**src/rtl/ysyx_24110015_mem_arbiter.sv**
```systemverilog
// -----------------------------------------------------------------------------
// ysyx_24110015_mem_arbiter
//
// Two-master (IFU read-only, LSU read/write) to one-slave arbiter sitting in
// front of the shared SRAM model. Requests are serialised onto the SRAM
// level-held ren/wen interface. Responses go back to the owning master over
// valid/ready. ren and wen are decoded from the FSM state, so every
// transaction is followed by at least one cycle with both low (RESP, then
// IDLE). That idle cycle lets the slave delay counter re-arm.
//
// Build option:
//   ARB_TIMEOUT_EN  when defined, adds a BUSY-state watchdog. After
//                   TIMEOUT_CYCLES busy cycles with no slave response, the
//                   transaction completes with resp=2'b10 (SLVERR), rdata=0.
//                   When undefined, no counter is built and BUSY waits forever.
//
// Ports:
//   clk, rst_n                        clock, asynchronous active-low reset
//   ifu_valid/addr -> ifu_ready       IFU read request, 1-cycle accept pulse
//   ifu_rsp_valid/rdata/resp          IFU response, held until ifu_rsp_ready
//   lsu_valid/we/addr/wdata/wstrb     LSU request (we=1 write, we=0 read)
//   lsu_ready                         LSU 1-cycle accept pulse
//   lsu_rsp_valid/rdata/resp          LSU response (rdata=0 for writes),
//                                     held until lsu_rsp_ready
//   sram_ren/araddr                   slave read enable (level) and address
//   sram_wen/awaddr/wdata/wstrb       slave write enable (level) and payload
//   sram_rvalid/rdata/rresp           slave read response
//   sram_bvalid/bresp                 slave write response
// -----------------------------------------------------------------------------
module ysyx_24110015_mem_arbiter #(
   parameter int ADDR_WIDTH     = 32,
   parameter int DATA_WIDTH     = 32,
   parameter int TIMEOUT_CYCLES = 64
) (
   input  logic                      clk,
   input  logic                      rst_n,
   // IFU master
   input  logic                      ifu_valid,
   input  logic [ADDR_WIDTH-1:0]     ifu_addr,
   output logic                      ifu_ready,
   output logic                      ifu_rsp_valid,
   output logic [DATA_WIDTH-1:0]     ifu_rdata,
   output logic [1:0]                ifu_resp,
   input  logic                      ifu_rsp_ready,
   // LSU master
   input  logic                      lsu_valid,
   input  logic                      lsu_we,
   input  logic [ADDR_WIDTH-1:0]     lsu_addr,
   input  logic [DATA_WIDTH-1:0]     lsu_wdata,
   input  logic [DATA_WIDTH/8-1:0]   lsu_wstrb,
   output logic                      lsu_ready,
   output logic                      lsu_rsp_valid,
   output logic [DATA_WIDTH-1:0]     lsu_rdata,
   output logic [1:0]                lsu_resp,
   input  logic                      lsu_rsp_ready,
   // SRAM slave
   output logic                      sram_ren,
   output logic [ADDR_WIDTH-1:0]     sram_araddr,
   output logic                      sram_wen,
   output logic [ADDR_WIDTH-1:0]     sram_awaddr,
   output logic [DATA_WIDTH-1:0]     sram_wdata,
   output logic [DATA_WIDTH/8-1:0]   sram_wstrb,
   input  logic                      sram_rvalid,
   input  logic [DATA_WIDTH-1:0]     sram_rdata,
   input  logic [1:0]                sram_rresp,
   input  logic                      sram_bvalid,
   input  logic [1:0]                sram_bresp
);

   localparam int         STRB_WIDTH  = DATA_WIDTH / 8;
   localparam logic [1:0] RESP_SLVERR = 2'b10;
   localparam logic       OWN_IFU     = 1'b0;
   localparam logic       OWN_LSU     = 1'b1;

   typedef enum logic [1:0] {
      ST_IDLE    = 2'd0,
      ST_BUSY_RD = 2'd1,
      ST_BUSY_WR = 2'd2,
      ST_RESP    = 2'd3
   } state_t;

   state_t                  state, state_nxt;
   logic                    owner, owner_nxt;
   logic                    last_grant, last_grant_nxt;
   logic [ADDR_WIDTH-1:0]   addr_q, addr_nxt;
   logic [DATA_WIDTH-1:0]   wdata_q, wdata_nxt;
   logic [STRB_WIDTH-1:0]   wstrb_q, wstrb_nxt;
   logic [DATA_WIDTH-1:0]   rdata_q, rdata_nxt;
   logic [1:0]              resp_q, resp_nxt;

   logic                    grant_ifu, grant_lsu;
   logic                    busy;
   logic                    own_rsp_ready;
   logic                    tmo_hit;

   assign busy          = (state == ST_BUSY_RD) || (state == ST_BUSY_WR);
   assign own_rsp_ready = (owner == OWN_IFU) ? ifu_rsp_ready : lsu_rsp_ready;

   // Round-robin between the two masters. On a tie, the master that did not
   // win last time is granted. last_grant resets to LSU, so the first tie
   // after reset goes to IFU.
   always_comb begin
      grant_lsu = lsu_valid && (!ifu_valid || (last_grant == OWN_IFU));
      grant_ifu = ifu_valid && !grant_lsu;
   end

`ifdef ARB_TIMEOUT_EN
   localparam int                TMO_W    = (TIMEOUT_CYCLES > 1) ? $clog2(TIMEOUT_CYCLES) : 1;
   localparam logic [TMO_W-1:0]  TMO_LAST = TMO_W'(TIMEOUT_CYCLES - 1);

   logic [TMO_W-1:0] tmo_cnt;

   // Cleared while IDLE, so every BUSY entry starts from zero. It counts one
   // per BUSY cycle. It fires on the cycle it holds TIMEOUT_CYCLES-1, which is
   // the TIMEOUT_CYCLES-th busy cycle.
   always_ff @(posedge clk or negedge rst_n) begin
      if (!rst_n) begin
         tmo_cnt <= '0;
      end else if (state == ST_IDLE) begin
         tmo_cnt <= '0;
      end else if (busy && !tmo_hit) begin
         tmo_cnt <= tmo_cnt + TMO_W'(1);
      end
   end

   assign tmo_hit = busy && (tmo_cnt == TMO_LAST);
`else
   // No watchdog: BUSY waits on the slave indefinitely. TIMEOUT_CYCLES is
   // never negative, so this is a constant 0 that still references the
   // parameter in this build.
   assign tmo_hit = (TIMEOUT_CYCLES < 0);
`endif

   // Next-state logic and request/response latching.
   always_comb begin
      state_nxt      = state;
      owner_nxt      = owner;
      last_grant_nxt = last_grant;
      addr_nxt       = addr_q;
      wdata_nxt      = wdata_q;
      wstrb_nxt      = wstrb_q;
      rdata_nxt      = rdata_q;
      resp_nxt       = resp_q;

      case (state)
         ST_IDLE: begin
            if (grant_ifu) begin
               owner_nxt      = OWN_IFU;
               last_grant_nxt = OWN_IFU;
               addr_nxt       = ifu_addr;
               wdata_nxt      = '0;
               wstrb_nxt      = '0;
               state_nxt      = ST_BUSY_RD;
            end else if (grant_lsu) begin
               owner_nxt      = OWN_LSU;
               last_grant_nxt = OWN_LSU;
               addr_nxt       = lsu_addr;
               wdata_nxt      = lsu_wdata;
               wstrb_nxt      = lsu_wstrb;
               state_nxt      = lsu_we ? ST_BUSY_WR : ST_BUSY_RD;
            end
         end

         // A slave valid on the same cycle as the watchdog limit takes
         // priority and completes normally.
         ST_BUSY_RD: begin
            if (sram_rvalid) begin
               rdata_nxt = sram_rdata;
               resp_nxt  = sram_rresp;
               state_nxt = ST_RESP;
            end else if (tmo_hit) begin
               rdata_nxt = '0;
               resp_nxt  = RESP_SLVERR;
               state_nxt = ST_RESP;
            end
         end

         ST_BUSY_WR: begin
            if (sram_bvalid) begin
               rdata_nxt = '0;
               resp_nxt  = sram_bresp;
               state_nxt = ST_RESP;
            end else if (tmo_hit) begin
               rdata_nxt = '0;
               resp_nxt  = RESP_SLVERR;
               state_nxt = ST_RESP;
            end
         end

         ST_RESP: begin
            if (own_rsp_ready) begin
               state_nxt = ST_IDLE;
            end
         end

         default: state_nxt = ST_IDLE;
      endcase
   end

   always_ff @(posedge clk or negedge rst_n) begin
      if (!rst_n) begin
         state      <= ST_IDLE;
         owner      <= OWN_IFU;
         last_grant <= OWN_LSU;
         addr_q     <= '0;
         wdata_q    <= '0;
         wstrb_q    <= '0;
         rdata_q    <= '0;
         resp_q     <= '0;
      end else begin
         state      <= state_nxt;
         owner      <= owner_nxt;
         last_grant <= last_grant_nxt;
         addr_q     <= addr_nxt;
         wdata_q    <= wdata_nxt;
         wstrb_q    <= wstrb_nxt;
         rdata_q    <= rdata_nxt;
         resp_q     <= resp_nxt;
      end
   end

   // Outputs are decoded from state. The accept pulses come straight from the
   // arbiter, so they are also qualified with rst_n. This keeps every output
   // low while reset is held, even if a master keeps its request up.
   always_comb begin
      ifu_ready     = rst_n && (state == ST_IDLE) && grant_ifu;
      lsu_ready     = rst_n && (state == ST_IDLE) && grant_lsu;

      sram_ren      = (state == ST_BUSY_RD);
      sram_wen      = (state == ST_BUSY_WR);
      sram_araddr   = sram_ren ? addr_q  : '0;
      sram_awaddr   = sram_wen ? addr_q  : '0;
      sram_wdata    = sram_wen ? wdata_q : '0;
      sram_wstrb    = sram_wen ? wstrb_q : '0;

      ifu_rsp_valid = (state == ST_RESP) && (owner == OWN_IFU);
      lsu_rsp_valid = (state == ST_RESP) && (owner == OWN_LSU);
      ifu_rdata     = ifu_rsp_valid ? rdata_q : '0;
      ifu_resp      = ifu_rsp_valid ? resp_q  : '0;
      lsu_rdata     = lsu_rsp_valid ? rdata_q : '0;
      lsu_resp      = lsu_rsp_valid ? resp_q  : '0;
   end

endmodule

```
**config.mk**
```make
export PLATFORM = sky130hd
export DESIGN_NAME = ysyx_24110015_mem_arbiter
export DESIGN_NICKNAME = d
export VERILOG_FILES = /design/src/rtl/ysyx_24110015_mem_arbiter.sv
export SDC_FILE = /design/constraint.sdc
export NUM_CORES = 1
export LEC_CHECK = 0
export BUFFER_PORTS_ARGS = -buffer_cell sky130_fd_sc_hd__buf_4
export CORE_AREA = 2 2 122 124
export CTS_BUF_LIST = sky130_fd_sc_hd__clkbuf_8
export DETAILED_ROUTE_END_ITERATION = 7
export DIE_AREA = 0 0 124 126
export PLACE_DENSITY = 0.83
export SLEW_MARGIN = 0
export SYNTH_ARGS = -nofsm -noshare
export SYNTH_HDL_FRONTEND = slang
export SYNTH_SLANG_ARGS = --single-unit
```
**constraint.sdc**
```tcl
create_clock -name clk -period 1.9 [get_ports clk]
set_input_delay 0.095 -clock clk [delete_from_list [all_inputs] [get_ports clk]]
set_output_delay 0.095 -clock clk [all_outputs]
set_load 0.1 [all_outputs]
```
======== Word-level counts from Yosys, hierarchy flattened ========
Cells that the tools add are included.
Widths: inputs -> output; s select.
word-level totals
  flip-flop bits (word level) ............. 106
  input bits .............................. 145
  output and inout bits ................... 174
operators by class
  equal/unequal tests ..................... 7
  muxes and demuxes ....................... 30
  bitwise logic cells ..................... 2
  reduce and logical (&&, ||, !) cells .... 16
operators with widths
  kind                count
  $mux 32             11
  $pmux 32 s2         1
  $mux 2              10
  $mux 4              3
  $pmux 2 s4          1
  $logic_and 1x1->1   7
  $eq 2x2->1 const B  2
  $ne 2x1->1 const B  2
  $pmux 2 s2          1
  $reduce_and 4->1    1
  $reduce_bool 2->1   2
  $mux 1              3
  $ne 3x3->1 const B  1
  $reduce_and 3->1    1
  $eq 2x1->1 const B  1
  $logic_not 1->1     2
  $logic_not 2->1     1
  $ne 2x2->1 const B  1
  $not 1->1           2
  $reduce_and 2->1    1
  $logic_or 1x1->1    1

======== Depth between registers and ports, before layout ========
  depth after elaboration ................. 7
  gate-level depth with buffers ........... 9
  mapped depth without buffers ............ 6

======== Worst setup path after synthesis ========
No wires, ideal clock.
  path kind ............................... register to output
  start point ............................. register state[0]
  end point ............................... output sram_awaddr[0]
  data arrival time ....................... 2.606 ns
  setup slack ............................. -0.801 ns
  cell stages (with the launch flop) ...... 6
  cell sequence ........................... dfrtp_1 inv_1 ha_1 buf_4 clkbuf_1 and2_1
on the way
  longest elaborated chain between the ends .. 2
ends and longest elaborated chain
  what                    RTL line  RTL
  from (decl)             82        state_t state, state_nxt;
  from (signal assigned)  211       state <= state_nxt;
  $eq 2x2->1              230       sram_wen = (state == ST_BUSY_WR);
  net sram_wen            59        output logic sram_wen,
  $mux 32                 232       sram_awaddr = sram_wen ? addr_q : '0;
  to (decl)               60        output logic [ADDR_WIDTH-1:0] sram_awaddr,
The timed path passes the listed nets, and every way through them passes these cells.

======== Worst setup path in the final report ========
  start point ............................. register last_grant
  end point ............................... register addr_q[28]
on the way
  longest elaborated chain between the ends .. 7
ends and longest elaborated chain
  what                                RTL line  RTL
  from (decl)                         84        logic last_grant, last_grant_nxt;
  from (signal assigned)              213       last_grant <= last_grant_nxt;
  $not 1->1 *                         103       grant_lsu = lsu_valid && (!ifu_valid || (last_grant == OWN_IFU));
  $logic_or 1x1->1 *                  103
  $logic_and 1x1->1 *                 103
  $logic_not 1->1                     104       grant_ifu = ifu_valid && !grant_lsu;
  $logic_and 1x1->1                   104
  $reduce_bool 2->1 (no source line)  n/a
  $reduce_and 2->1 (no source line)   n/a
  to (signal assigned)                214       addr_q <= addr_nxt;
  to (decl)                           85        logic [ADDR_WIDTH-1:0] addr_q, addr_nxt;
Every way passes the cells marked *; elsewhere a longest branch is shown, timed or not.
A chain may end at the register's enable or synchronous reset.

==> impl_metrics.yaml <==
detailed_routing:
  vias_per_cell: 5.25
  wl_per_cell_um: 20.2
  vias: 6262
  drt_iter0_markers: 365
  wl_mm: 24.0
  drc_errors: 0
  ant_nets: 0
  drtPass1Iterations: 6
pwr:
  total_power_w: 0.0206
  p_leak_nw: 5.57
  p_per_area_mw_per_mm2: 1880
  vdd_drop_max_mv: 1.30
setup_path:
  cp.arrival_ps: 2150
  critPathRequiredTime_ps: 2170
  endpoint_kind: "register"
  worstSetupStartpointType: "register"
  r2r_slack_ps: 20
  crit_fanout: 17
  path_class: "reg -> reg"
global_route:
  grt_max_degree: 107
  grt_pass1_wl_mm: 33.4
  antenna_found_initial: 0
  grt_usage: 0.278
  grt-ovfl-total: 0
  grt_pass1_vias: 6449
timing:
  finalHoldViolations: 0
  finalClockSkew_ps: 11.1
  rsz0062_at_grt: "yes"
  final_max_slew_viol_count: 0
  setup_viol: 0
  worst_pin_slew_ps: 746
  slew_headroom: 0.503
  fmax_mhz: 532
  finalCriticalPeriod_ps: 1880
  period_share: 0.990
yosys:
  ys_async_sr_fraction: 1.00
  synthDistinctLibCells: 31
  ys_seq_area_frac: 0.472
  synth_common_cells: "135 x and2_1, 105 x dfrtp_1, 101 x nand2_1"
  synth-seq-cells: 106
  synth_area_mm2: 0.00562
  synth_edf_count: 0
  synth_top_area_share: 0.467
  synthTopCellsByArea: "dfrtp_1 47%, and2_1 15%, nand2_1 6.7%"
  syn-mean-instance-area_um2: 9.51
  synth.largest_area_cell: "dfrtp_1"
  synthFlopType: "dfrtp_1"
  syn_inst: 591
  synth_warnings: 0
  synth_most_common_cell: "and2_1"
  syn_nets: 740
die:
  core_area_mm2: 0.0143
  die_w_um: 124
  start_util: 0.393
  ios: 319
  dieHeight_um: 126
  rows: 44
  die_area_mm2: 0.0156
clock_network:
  root_buffer: "clkbuf_8"
  h-tree-depth: 3
  worstSkewPairLatency_ps: 380
  numCtsBuffers: 9
  clkSlewWorstSetupHoldPaths_ps: 110
  cts_sinks: 106
  cts_max_path_buffers: 2
  cts_tree: "done"
final_layout:
  fill_cells: 850
  final_area_mm2: 0.0110
  final_util: 0.768
  finalNetCount: 1153
  drive_above_1_share: 0.504
  areaGrowthSynthToFinish_pct: 95.5
  final_cells: 1193
  antenna_cells: 0
placement:
  placed_area_mm2: 0.00837
  portBuffers: 318
  numPlacedInstances: 1056
  hpwl_mm: 12.6
  place.gp.congestion: 0.819
status:
  status: "finished, final reports clean"
run:
  maxCapViolations: 0
hold_path:
  hold_path.class: "in -> reg"
stage by stage:
step | setup slack, ps | hold WS [ps] | setup TNS, ps
global placement | 166 | 241 | 0
CTS | 0.538 | 3.43 | 0
floorplan | -322 | -201 | -8690
finish | 19.1 | 8.99 | 0
global route | -48.8 | 9.46 | -783
detailed placement | 141 | 238 | 0
cell type report:
type                       count  area, um^2  share of cell area
timing repair buffer         453        4870               0.443
tap                          184         230              0.0209
inverter                       5        26.3             0.00239
sequential                   106        2660               0.242
clock inverter                 6         113              0.0102
clock buffer                  10         138              0.0125
multi-input combinational    429        2960               0.269
state kept, by name (all words and copies together) (netlist names):
register	cells
rdata_q	32
addr_q	32
owner	1
last_grant	1
state	2
resp_q	2
wstrb_q	4
wdata_q	32
cells in the final DEF (no fill, tap or decap), types with 2 or more instances in the layout:
master / count
clkbuf_16: 3
and2_1: 4
inv_2: 2
dlygate4sd3_1: 106
o21ai_0: 22
and2_4: 83
inv_1: 2
ha_4: 2
and2_2: 48
and3_1: 34
nand2_1: 101
buf_12: 52
o21ai_4: 2
dfrtp_1: 104
mux2i_1: 35
nor2_1: 4
a31oi_1: 2
clkbuf_8: 10
o21ai_1: 44
buf_4: 192
buf_6: 68
bufinv_16: 3
buf_8: 30
a21o_1: 2
a22o_1: 36
layer usage:
layer	GRT usage	wire [um]	vias up	share of wire
met5	0	0	-	0
met4	0.134	910	0	0.038
met3	0.0589	1750	66	0.073
met2	0.500	12800	339	0.53
met1	0.308	8550	3068	0.36
li1	-	-	2789	-
worst max-delay path, cell delays in order, from the launching register on:
cell	delay, ps
dfstp_2	400
o21ai_4	210
buf_12	220
mux2i_2	260
dlygate4sd3_1	620
o21ai_1	70
final timing paths:
kind	from	end	depth (start not counted)
max in group asynchronous	rst_n	rdata_q[3]	3
worst max register to register	last_grant	addr_q[28]	5
worst max-delay path	last_grant	addr_q[28]	5
min in group asynchronous	rst_n	wdata_q[13]	3
worst min-delay path	sram_rresp[1]	resp_q[1]	3
worst min register to register	rdata_q[1]	rdata_q[1]	2
timing repair:
action	4_1_cts	5_1_grt
cloned	2	4
gates resized for setup	196	97
pin swaps	0	2
endpoints found under the setup margin	167	196
hold endpoints to repair	194	0
setup buffers	4	5
hold buffers	107	0
kinds of logic (layout without fill, tap and decap cells):
| kind of cell | Yosys count | count (layout) | share of synthesized area |
|---|---|---|---|
| AO/OA/AOI/OAI | 111 | 111 | 0.131 |
| multiplexers | 37 | 37 | 0.0661 |
| flip-flops | 106 | 106 | 0.472 |
| buffers and inverters | 56 | 474 | 0.0596 |
| adder cells (fa/ha/maj) | 4 | 4 | 0.00890 |
| AND/OR/NAND/NOR | 277 | 277 | 0.262 |
power breakdown:
group	switching (W)	leakage (nW)	internal (W)	total, W
sequential	0.000866	1.34	0.00329	0.00415
combinational	0.00985	4.10	0.00492	0.0148
clock	0.000805	0.127	0.000917	0.00172
Power figures use the tool's default switching activity.
